`src/rtl/db_ctrl_pkg.sv`:
```
`default_nettype none
// ============================================================================
// Module      : db_ctrl_pkg
// Description : Shared constants and types for the debounced-button event
//               path. It holds the button index map, the event-type encoding
//               and the arbiter state type.
// Ports       : none (package)
// Revision    : 1.0 - initial release
// ============================================================================
package db_ctrl_pkg;

  // Button index map, as seen at the debouncer bank outputs
  localparam int BTN_HS      = 0;
  localparam int BTN_VS      = 1;
  localparam int BTN_DF_UART = 2;
  localparam int BTN_DF_VGA  = 3;

  // Event type carried on evt_long
  localparam logic EVT_PRESS = 1'b0;
  localparam logic EVT_LONG  = 1'b1;

  typedef enum logic [0:0] {
    ST_IDLE  = 1'b0,
    ST_OFFER = 1'b1
  } arb_state_t;

endpackage : db_ctrl_pkg
`default_nettype wire

```
`src/rtl/db_btn_tracker.sv`:
```
`default_nettype none
// ============================================================================
// Module      : db_btn_tracker
// Description : Per-button event tracker. It detects a rising edge (press)
//               and a hold of LONG_CYCLES high cycles (long press). It keeps
//               one pending bit per event type and flags an overrun when an
//               event arrives while its pending bit is still full.
// Ports       : clk, rst          - clock, async active-high reset
//               level_i           - debounced button level
//               clear_press_i     - arbiter consumed the pending press
//               clear_long_i      - arbiter consumed the pending long press
//               overrun_clr_i     - clear the sticky overrun flag
//               press_pend_o      - press event pending
//               long_pend_o       - long-press event pending
//               overrun_o         - sticky: an event was dropped
// Revision    : 1.0 - initial release
// ============================================================================
module db_btn_tracker #(
  parameter int LONG_CYCLES = 50_000_000
) (
  input  logic clk,
  input  logic rst,
  input  logic level_i,
  input  logic clear_press_i,
  input  logic clear_long_i,
  input  logic overrun_clr_i,
  output logic press_pend_o,
  output logic long_pend_o,
  output logic overrun_o
);

  localparam int CW = $clog2(LONG_CYCLES + 1);
  localparam logic [CW-1:0] c_long_cycles = CW'(LONG_CYCLES);
  localparam logic [CW-1:0] c_long_m1     = CW'(LONG_CYCLES - 1);

  logic          prev_q;
  logic [CW-1:0] hold_cnt_q, hold_cnt_d;
  logic          press_pend_q, press_pend_d;
  logic          long_pend_q, long_pend_d;
  logic          overrun_q, overrun_d;

  logic w_rise;
  logic w_long_hit;
  logic w_drop;

  assign w_rise     = level_i & ~prev_q;
  // The counter saturates at LONG_CYCLES, so this matches once per press.
  assign w_long_hit = level_i & (hold_cnt_q == c_long_m1);

  always_comb begin
    hold_cnt_d = hold_cnt_q;
    if (!level_i) begin
      hold_cnt_d = '0;
    end else if (hold_cnt_q != c_long_cycles) begin
      hold_cnt_d = hold_cnt_q + CW'(1);
    end
  end

  // A new event and a same-cycle clear leave the bit set, which counts as a
  // refill rather than a drop.
  assign press_pend_d = w_rise | (press_pend_q & ~clear_press_i);
  assign long_pend_d  = w_long_hit | (long_pend_q & ~clear_long_i);

  assign w_drop = (w_rise & press_pend_q & ~clear_press_i)
                | (w_long_hit & long_pend_q & ~clear_long_i);

  // A new drop beats a simultaneous clear request.
  assign overrun_d = w_drop | (overrun_q & ~overrun_clr_i);

  always_ff @(posedge clk or posedge rst) begin
    if (rst) begin
      prev_q       <= 1'b0;
      hold_cnt_q   <= '0;
      press_pend_q <= 1'b0;
      long_pend_q  <= 1'b0;
      overrun_q    <= 1'b0;
    end else begin
      prev_q       <= level_i;
      hold_cnt_q   <= hold_cnt_d;
      press_pend_q <= press_pend_d;
      long_pend_q  <= long_pend_d;
      overrun_q    <= overrun_d;
    end
  end

  assign press_pend_o = press_pend_q;
  assign long_pend_o  = long_pend_q;
  assign overrun_o    = overrun_q;

endmodule : db_btn_tracker
`default_nettype wire

```
`src/rtl/db_event_arbiter.sv`:
```
`default_nettype none
// ============================================================================
// Module      : db_event_arbiter
// Description : Converts debounced button levels into press / long-press
//               events. It buffers one event of each type per button and
//               issues them one at a time over a valid/ready channel, using
//               round-robin arbitration between buttons.
// Ports       : clk, rst     - clock, async active-high reset
//               btn_level    - debounced button levels
//               evt_ready    - consumer accepts the offered event
//               evt_valid    - event offered
//               evt_id       - index of the originating button
//               evt_long     - 0 = press, 1 = long press
//               overrun      - sticky per-button lost-event flags
//               overrun_clr  - clears all overrun flags
// Revision    : 1.0 - initial release
// ============================================================================
module db_event_arbiter
  import db_ctrl_pkg::*;
#(
  parameter int N_BTN       = 4,
  parameter int LONG_CYCLES = 50_000_000
) (
  input  logic                                  clk,
  input  logic                                  rst,
  input  logic [N_BTN-1:0]                      btn_level,
  input  logic                                  evt_ready,
  output logic                                  evt_valid,
  output logic [((N_BTN > 1) ? $clog2(N_BTN) : 1)-1:0] evt_id,
  output logic                                  evt_long,
  output logic [N_BTN-1:0]                      overrun,
  input  logic                                  overrun_clr
);

  localparam int IW = (N_BTN > 1) ? $clog2(N_BTN) : 1;

  arb_state_t          state_q, state_d;
  logic [IW-1:0]       rr_ptr_q, rr_ptr_d;
  logic                evt_valid_q, evt_valid_d;
  logic [IW-1:0]       evt_id_q, evt_id_d;
  logic                evt_long_q, evt_long_d;

  logic [N_BTN-1:0]    w_press_pend;
  logic [N_BTN-1:0]    w_long_pend;
  logic [N_BTN-1:0]    w_req;
  logic [N_BTN-1:0]    w_clr_press;
  logic [N_BTN-1:0]    w_clr_long;
  logic                w_any;
  logic [IW-1:0]       w_sel;
  logic [IW-1:0]       w_idx;

  for (genvar g = 0; g < N_BTN; g++) begin : g_btn
    db_btn_tracker #(
      .LONG_CYCLES (LONG_CYCLES)
    ) u_tracker (
      .clk           (clk),
      .rst           (rst),
      .level_i       (btn_level[g]),
      .clear_press_i (w_clr_press[g]),
      .clear_long_i  (w_clr_long[g]),
      .overrun_clr_i (overrun_clr),
      .press_pend_o  (w_press_pend[g]),
      .long_pend_o   (w_long_pend[g]),
      .overrun_o     (overrun[g])
    );
  end

  assign w_req = w_press_pend | w_long_pend;

  // Round-robin pick: the first requester at or after rr_ptr, with wrap.
  always_comb begin
    w_any = 1'b0;
    w_sel = '0;
    w_idx = '0;
    for (int k = 0; k < N_BTN; k++) begin
      w_idx = IW'((int'(rr_ptr_q) + k) % N_BTN);
      if (!w_any && w_req[w_idx]) begin
        w_any = 1'b1;
        w_sel = w_idx;
      end
    end
  end

  // State register and registered outputs
  always_ff @(posedge clk or posedge rst) begin
    if (rst) begin
      state_q     <= ST_IDLE;
      rr_ptr_q    <= '0;
      evt_valid_q <= 1'b0;
      evt_id_q    <= '0;
      evt_long_q  <= 1'b0;
    end else begin
      state_q     <= state_d;
      rr_ptr_q    <= rr_ptr_d;
      evt_valid_q <= evt_valid_d;
      evt_id_q    <= evt_id_d;
      evt_long_q  <= evt_long_d;
    end
  end

  // Next-state logic
  always_comb begin
    state_d = state_q;
    case (state_q)
      ST_IDLE:  if (w_any)     state_d = ST_OFFER;
      ST_OFFER: if (evt_ready) state_d = ST_IDLE;
      default:                 state_d = ST_IDLE;
    endcase
  end

  // Output / datapath logic
  always_comb begin
    evt_valid_d = evt_valid_q;
    evt_id_d    = evt_id_q;
    evt_long_d  = evt_long_q;
    rr_ptr_d    = rr_ptr_q;
    w_clr_press = '0;
    w_clr_long  = '0;
    case (state_q)
      ST_IDLE: begin
        if (w_any) begin
          evt_valid_d = 1'b1;
          evt_id_d    = w_sel;
          // A pending press is always served before a pending long press.
          evt_long_d  = w_press_pend[w_sel] ? EVT_PRESS : EVT_LONG;
          w_clr_press[w_sel] = w_press_pend[w_sel];
          w_clr_long[w_sel]  = ~w_press_pend[w_sel];
          rr_ptr_d = (w_sel == IW'(N_BTN - 1)) ? '0 : w_sel + IW'(1);
        end
      end
      ST_OFFER: begin
        if (evt_ready) evt_valid_d = 1'b0;
      end
      default: evt_valid_d = 1'b0;
    endcase
  end

  assign evt_valid = evt_valid_q;
  assign evt_id    = evt_id_q;
  assign evt_long  = evt_long_q;

endmodule : db_event_arbiter
`default_nettype wire

```
`config.mk`:
```
export PLATFORM = sky130hd
export DESIGN_NAME = db_event_arbiter
export DESIGN_NICKNAME = d
export VERILOG_FILES = /design/src/rtl/db_ctrl_pkg.sv /design/src/rtl/db_btn_tracker.sv /design/src/rtl/db_event_arbiter.sv
export SDC_FILE = /design/constraint.sdc
export NUM_CORES = 1
export LEC_CHECK = 0
export ABC_AREA = 1
export BUFFER_PORTS_ARGS = -buffer_cell sky130_fd_sc_hd__buf_2
export CELL_PAD_IN_SITES_DETAIL_PLACEMENT = 1
export CELL_PAD_IN_SITES_GLOBAL_PLACEMENT = 2
export CORE_MARGIN = 4
export CORE_UTILIZATION = 34
export CTS_CLUSTER_DIAMETER = 50
export DETAILED_ROUTE_END_ITERATION = 6
export HOLD_SLACK_MARGIN = 0.02
export PLACE_DENSITY_LB_ADDON = 0.12
export SETUP_SLACK_MARGIN = 0.02
export SYNTH_ARGS = -nofsm -noshare
export SYNTH_HDL_FRONTEND = slang
export SYNTH_SLANG_ARGS = --single-unit
```
`constraint.sdc`:
```
create_clock -name clk -period 3.8 [get_ports clk]
set_input_delay 0.38 -clock clk [delete_from_list [all_inputs] [get_ports clk]]
set_output_delay 0.38 -clock clk [all_outputs]
set_load 0.02 [all_outputs]
```
==> results summary <==
Counting flops with an async set or reset pin after synthesis yields a share of 100%. The total count of hold-check failures in the final report is 0. The synthesized netlist devotes roughly a third of its cell area to simple gates. The met2 demand-to-capacity share in global routing came out at 29.3%.

The global routing usage on met3 is under 10%. The tree is rooted in a clkbuf_16. The number of warnings issued by yosys is 0. The aggregate global routing overflow came out at 0.

In this run the cell area measured after placement is around 7300 sq um. The routed design has approximately 17000 um of wire. The H-tree generated during clock tree synthesis spans 4 levels.

Among all flip-flop cells after synthesis, the most frequent one is dfrtp_1. Registers take ~3200 sq um. The number of antenna violations at the first check in global routing is 0.

The sequential area share after synthesis came out at 45.7%. The core box area is 20200 sq um. After detailed routing, the number of remaining DRC violations is 0.

The global-route wire length before repair came out at 30600 um. The number of CTS-inserted buffers came out at 17. The top cell types in the final layout, fill and taps aside, are nand2_1 (172), inv_1 (128), dfrtp_1 (127). Combinational logic is responsible for 21.1% of the overall power. For this run, the total global-route usage over all layers was measured as 16.5%.

The cell row count is 52. The placed cell count came out at 1172. The power dissipated by switching net loads is 0.00134 W. The worst max-slew margin expressed relative to the limit came out at 46.8%.

The clock network latency to the later pin of the worst-skew pair is 410 ps. The setup TNS came out at 0 ps. The worst path uses 59.2% of the clock period.

Summed over all instances, the cell type with the most area after synthesis is dfrtp_1. The clock group share of total power came out at a little over two fifths. The share of Yosys cell area claimed by the top area cell type came out at between 40% and 50%. Leaving out filler cells and counting taps, the final layout contains 1204.

STA classifies the critical path startpoint as a register. In this run the horizontal extent of the chip is 151 um. The die covers 22800 sq um. The post-synthesis compound-gate area fraction is 10.8%. The repair_antennas step left the layout with diodes totalling 0. The number of setup buffers added after CTS came out at 0. In the final routed layout, each cell accounts on average for 14.5 um. The starting utilization of the core area is 34.4%. After layout, the minimum clock period comes to roughly 2200 ps. The final-stage net count is between 900 and 1000. The register share of total power came out at 36.0%.

The via count of the first global-routing pass was 6442. Post-CTS repair changed the size of 0 cells. The number of fill cells is 2451. Summing all multi-input logic gate instances after layout gives around 3200 sq um. Setup repair after global routing left no endpoint under its margin. The areal power density over the cells is ~540 nW/um^2.

The multiplexer share of the synthesized area is 0%. The final weighted congestion in routability-driven placement is 0.787. Of the total power, the share spent switching nets is 31.3%. The highest attainable clock frequency came out at 0.445 GHz. The distinct cell type count after synthesis came out at 37. The final antenna-violating net count is 0. In this run, the number of DRC markers left after iteration 0 of detailed routing was 171. For the worst setup path, the data arrival time is approximately 2500 ps. Sorting the synthesized cells by area gives the leading types as dfrtp_1 (46%), nand2_1 (9.3%), inv_1 (7.0%). Cell internal power was estimated by the tool at 0.00293 W. The overall power after layout came out at 0.00427 W.

The post-synthesis instance area came out at around 6900 sq um. Synthesis produced a netlist with a net count of 921. The worst setup path is captured at a register. The vias per cell came out at 5.01. In this run, post-CTS hold repair placed 0 buffers. Counting flops with a built-in enable in the synthesized netlist gives 0. The flow ran to the end, and the final reports show no timing, DRC or antenna violations. For met1 alone, demand over resource in global routing was 20.5%.

The number of detailed-routing iterations run before antenna repair is 4. Entering global routing, the biggest net connects 61 pins. The number of max-slew violations in the final report came to 0. After global routing, the most crowded layer is met2. The half-perimeter wire length after detailed placement is 12800 um. The count of input and output buffers is 15. The leakage power figure is between 3 and 4 nW.

The number of instances in the synthesized netlist is 901. The setup-violating endpoint count in the final report is 0. The final standard cell area without fillers is ~8000 sq um.

The tool flagged a number of max-cap violations equal to 0. The synthesis-to-finish area growth is 14.7%. The classification of the worst setup path is reg2reg. The die span in y is between 150 and 200 um. No sink is reached through more buffers than the 2 on the longest clock path. The synthesis-stage register bit count came out at 127. The slew at the pin closest to its max-slew limit is ~800 ps. The total number of clock tree sinks is 127.

The biggest fanout along the worst timing path is 8. The data required time at the worst endpoint is 4090 ps. The post-synthesis share of cell area spent on full adders, half adders and majority gates came out at 2.16%.

The clock transition time at the flip-flop clock pins of the worst setup and hold paths came out at 60 ps. The XOR/XNOR share of the synthesized area came out at 1.26%. The final worst clock skew came out at roughly 8 ps. The path class of the tightest hold or removal check is in2async. The peak supply drop is 0.321 mV. The fraction of layout cells with a size suffix above 1 is slightly above 10%. The commonest non-fill, non-tap cell in the layout is nand2_1. For this design the top-level I/O count stands at 16. After synthesis, the largest family of logic cells by area is simple AND/OR/NAND/NOR gates. Across all layers, the routed design uses between 6000 and 7000 vias. A synthesized cell averages 7.71 sq um. TritonCTS built the clock tree.
==> registers in the layout (all words and copies together) (netlist names) <==
name and count:
evt_id 2, evt_long 1, evt_valid 1, g_btn.u_tracker.hold_cnt_q 104
g_btn.u_tracker.long_pend_o 4, g_btn.u_tracker.overrun_o 4, g_btn.u_tracker.press_pend_o 4, g_btn.u_tracker.prev_q 4
rr_ptr_q 2, state_q 1
==> cell families (layout without fill, tap and decap cells) <==
group | count (synthesis) | in the layout
AO/OA/AOI/OAI | 136 | 136
adder cells (fa/ha/maj) | 12 | 12
XOR/XNOR | 10 | 10
buffers and inverters | 148 | 181
AND/OR/NAND/NOR | 468 | 468
flip-flops | 127 | 127
==> power groups by stage <==
stage               sequential (W)  combinational, W  clock (W)
floorplan                  0.00155          0.000674          0
global placement           0.00156          0.000889          0
detailed placement         0.00156          0.000906          0
CTS                        0.00154          0.000917    0.00188
finish                     0.00153          0.000898    0.00183
global route               0.00155           0.00104    0.00195
==> layout make-up <==
type | count | share of cell area [%]
tap | 270 | 4.24
timing repair buffer | 17 | 1.29
inverter | 132 | 6.28
multi-input combinational | 626 | 40.1
clock buffer | 22 | 5.95
sequential | 127 | 39.9
clock inverter | 10 | 2.28
==> metal layers <==
metal / up-vias / share of wire [%]
met2: 33 / 50
met5: - / 0
met1: 2980 / 48
met3: 13 / 1.7
li1: 3006 / -
met4: 0 / 1.1
==> synthesized netlist by cell type, types with 10 or more instances <==
cell type / count
nand2_1: 172
inv_1: 129
dfrtp_1: 127
nor2_1: 107
a21oi_1: 63
nand3_1: 58
o21ai_0: 48
nor3_1: 40
nand4_1: 25
nor4_1: 16
ha_1: 12
nor2_2: 12
clkbuf_1: 11
xor2_1: 10
==> metrics by stage <==
| step | hold WS [ps] | utilization [%] | worst slack, ps |
|---|---|---|---|
| 2_1_floorplan | 411 | - | 35.7 |
| 3_3_place_gp | 436 | 36.2 | 1630 |
| 3_5_place_dp | 454 | 36.2 | 1550 |
| 4_1_cts | 153 | 39.5 | 1520 |
| 5_1_grt | 151 | 39.5 | 1270 |
| 6_report | 126 | 39.5 | 1550 |
==> critical path, cell delays in order (launching register included) <==
cell and delay [ps]:
dfrtp_1 510, inv_4 100, nand2_1 90, nand2_2 80
nand3_1 100, nand2_1 100, nor2_4 130, nand3_1 90
nand3_1 90, nand2_2 110, inv_2 100, ha_1 140
inv_1 40, nor2_1 140, nand3_1 140, nand2_1 90
nand3_1 80
==> final timing paths <==
check | to | startpoint | slack [ps] | cells after the start
setup / recovery | g_btn[2].u_tracker.overrun_o | rr_ptr_q[0] | 1550 | 16
hold / removal | g_btn[3].u_tracker.hold_cnt_q[17] | rst | 130 | 2
setup reg to reg | g_btn[2].u_tracker.overrun_o | rr_ptr_q[0] | 1550 | 16
hold reg to reg | evt_valid | state_q | 450 | 1
max in group asynchronous | g_btn[1].u_tracker.hold_cnt_q[5] | rst | 2860 | 3
min in group clk | evt_valid | evt_ready | 170 | 2
(Power assumes the default switching activity.)
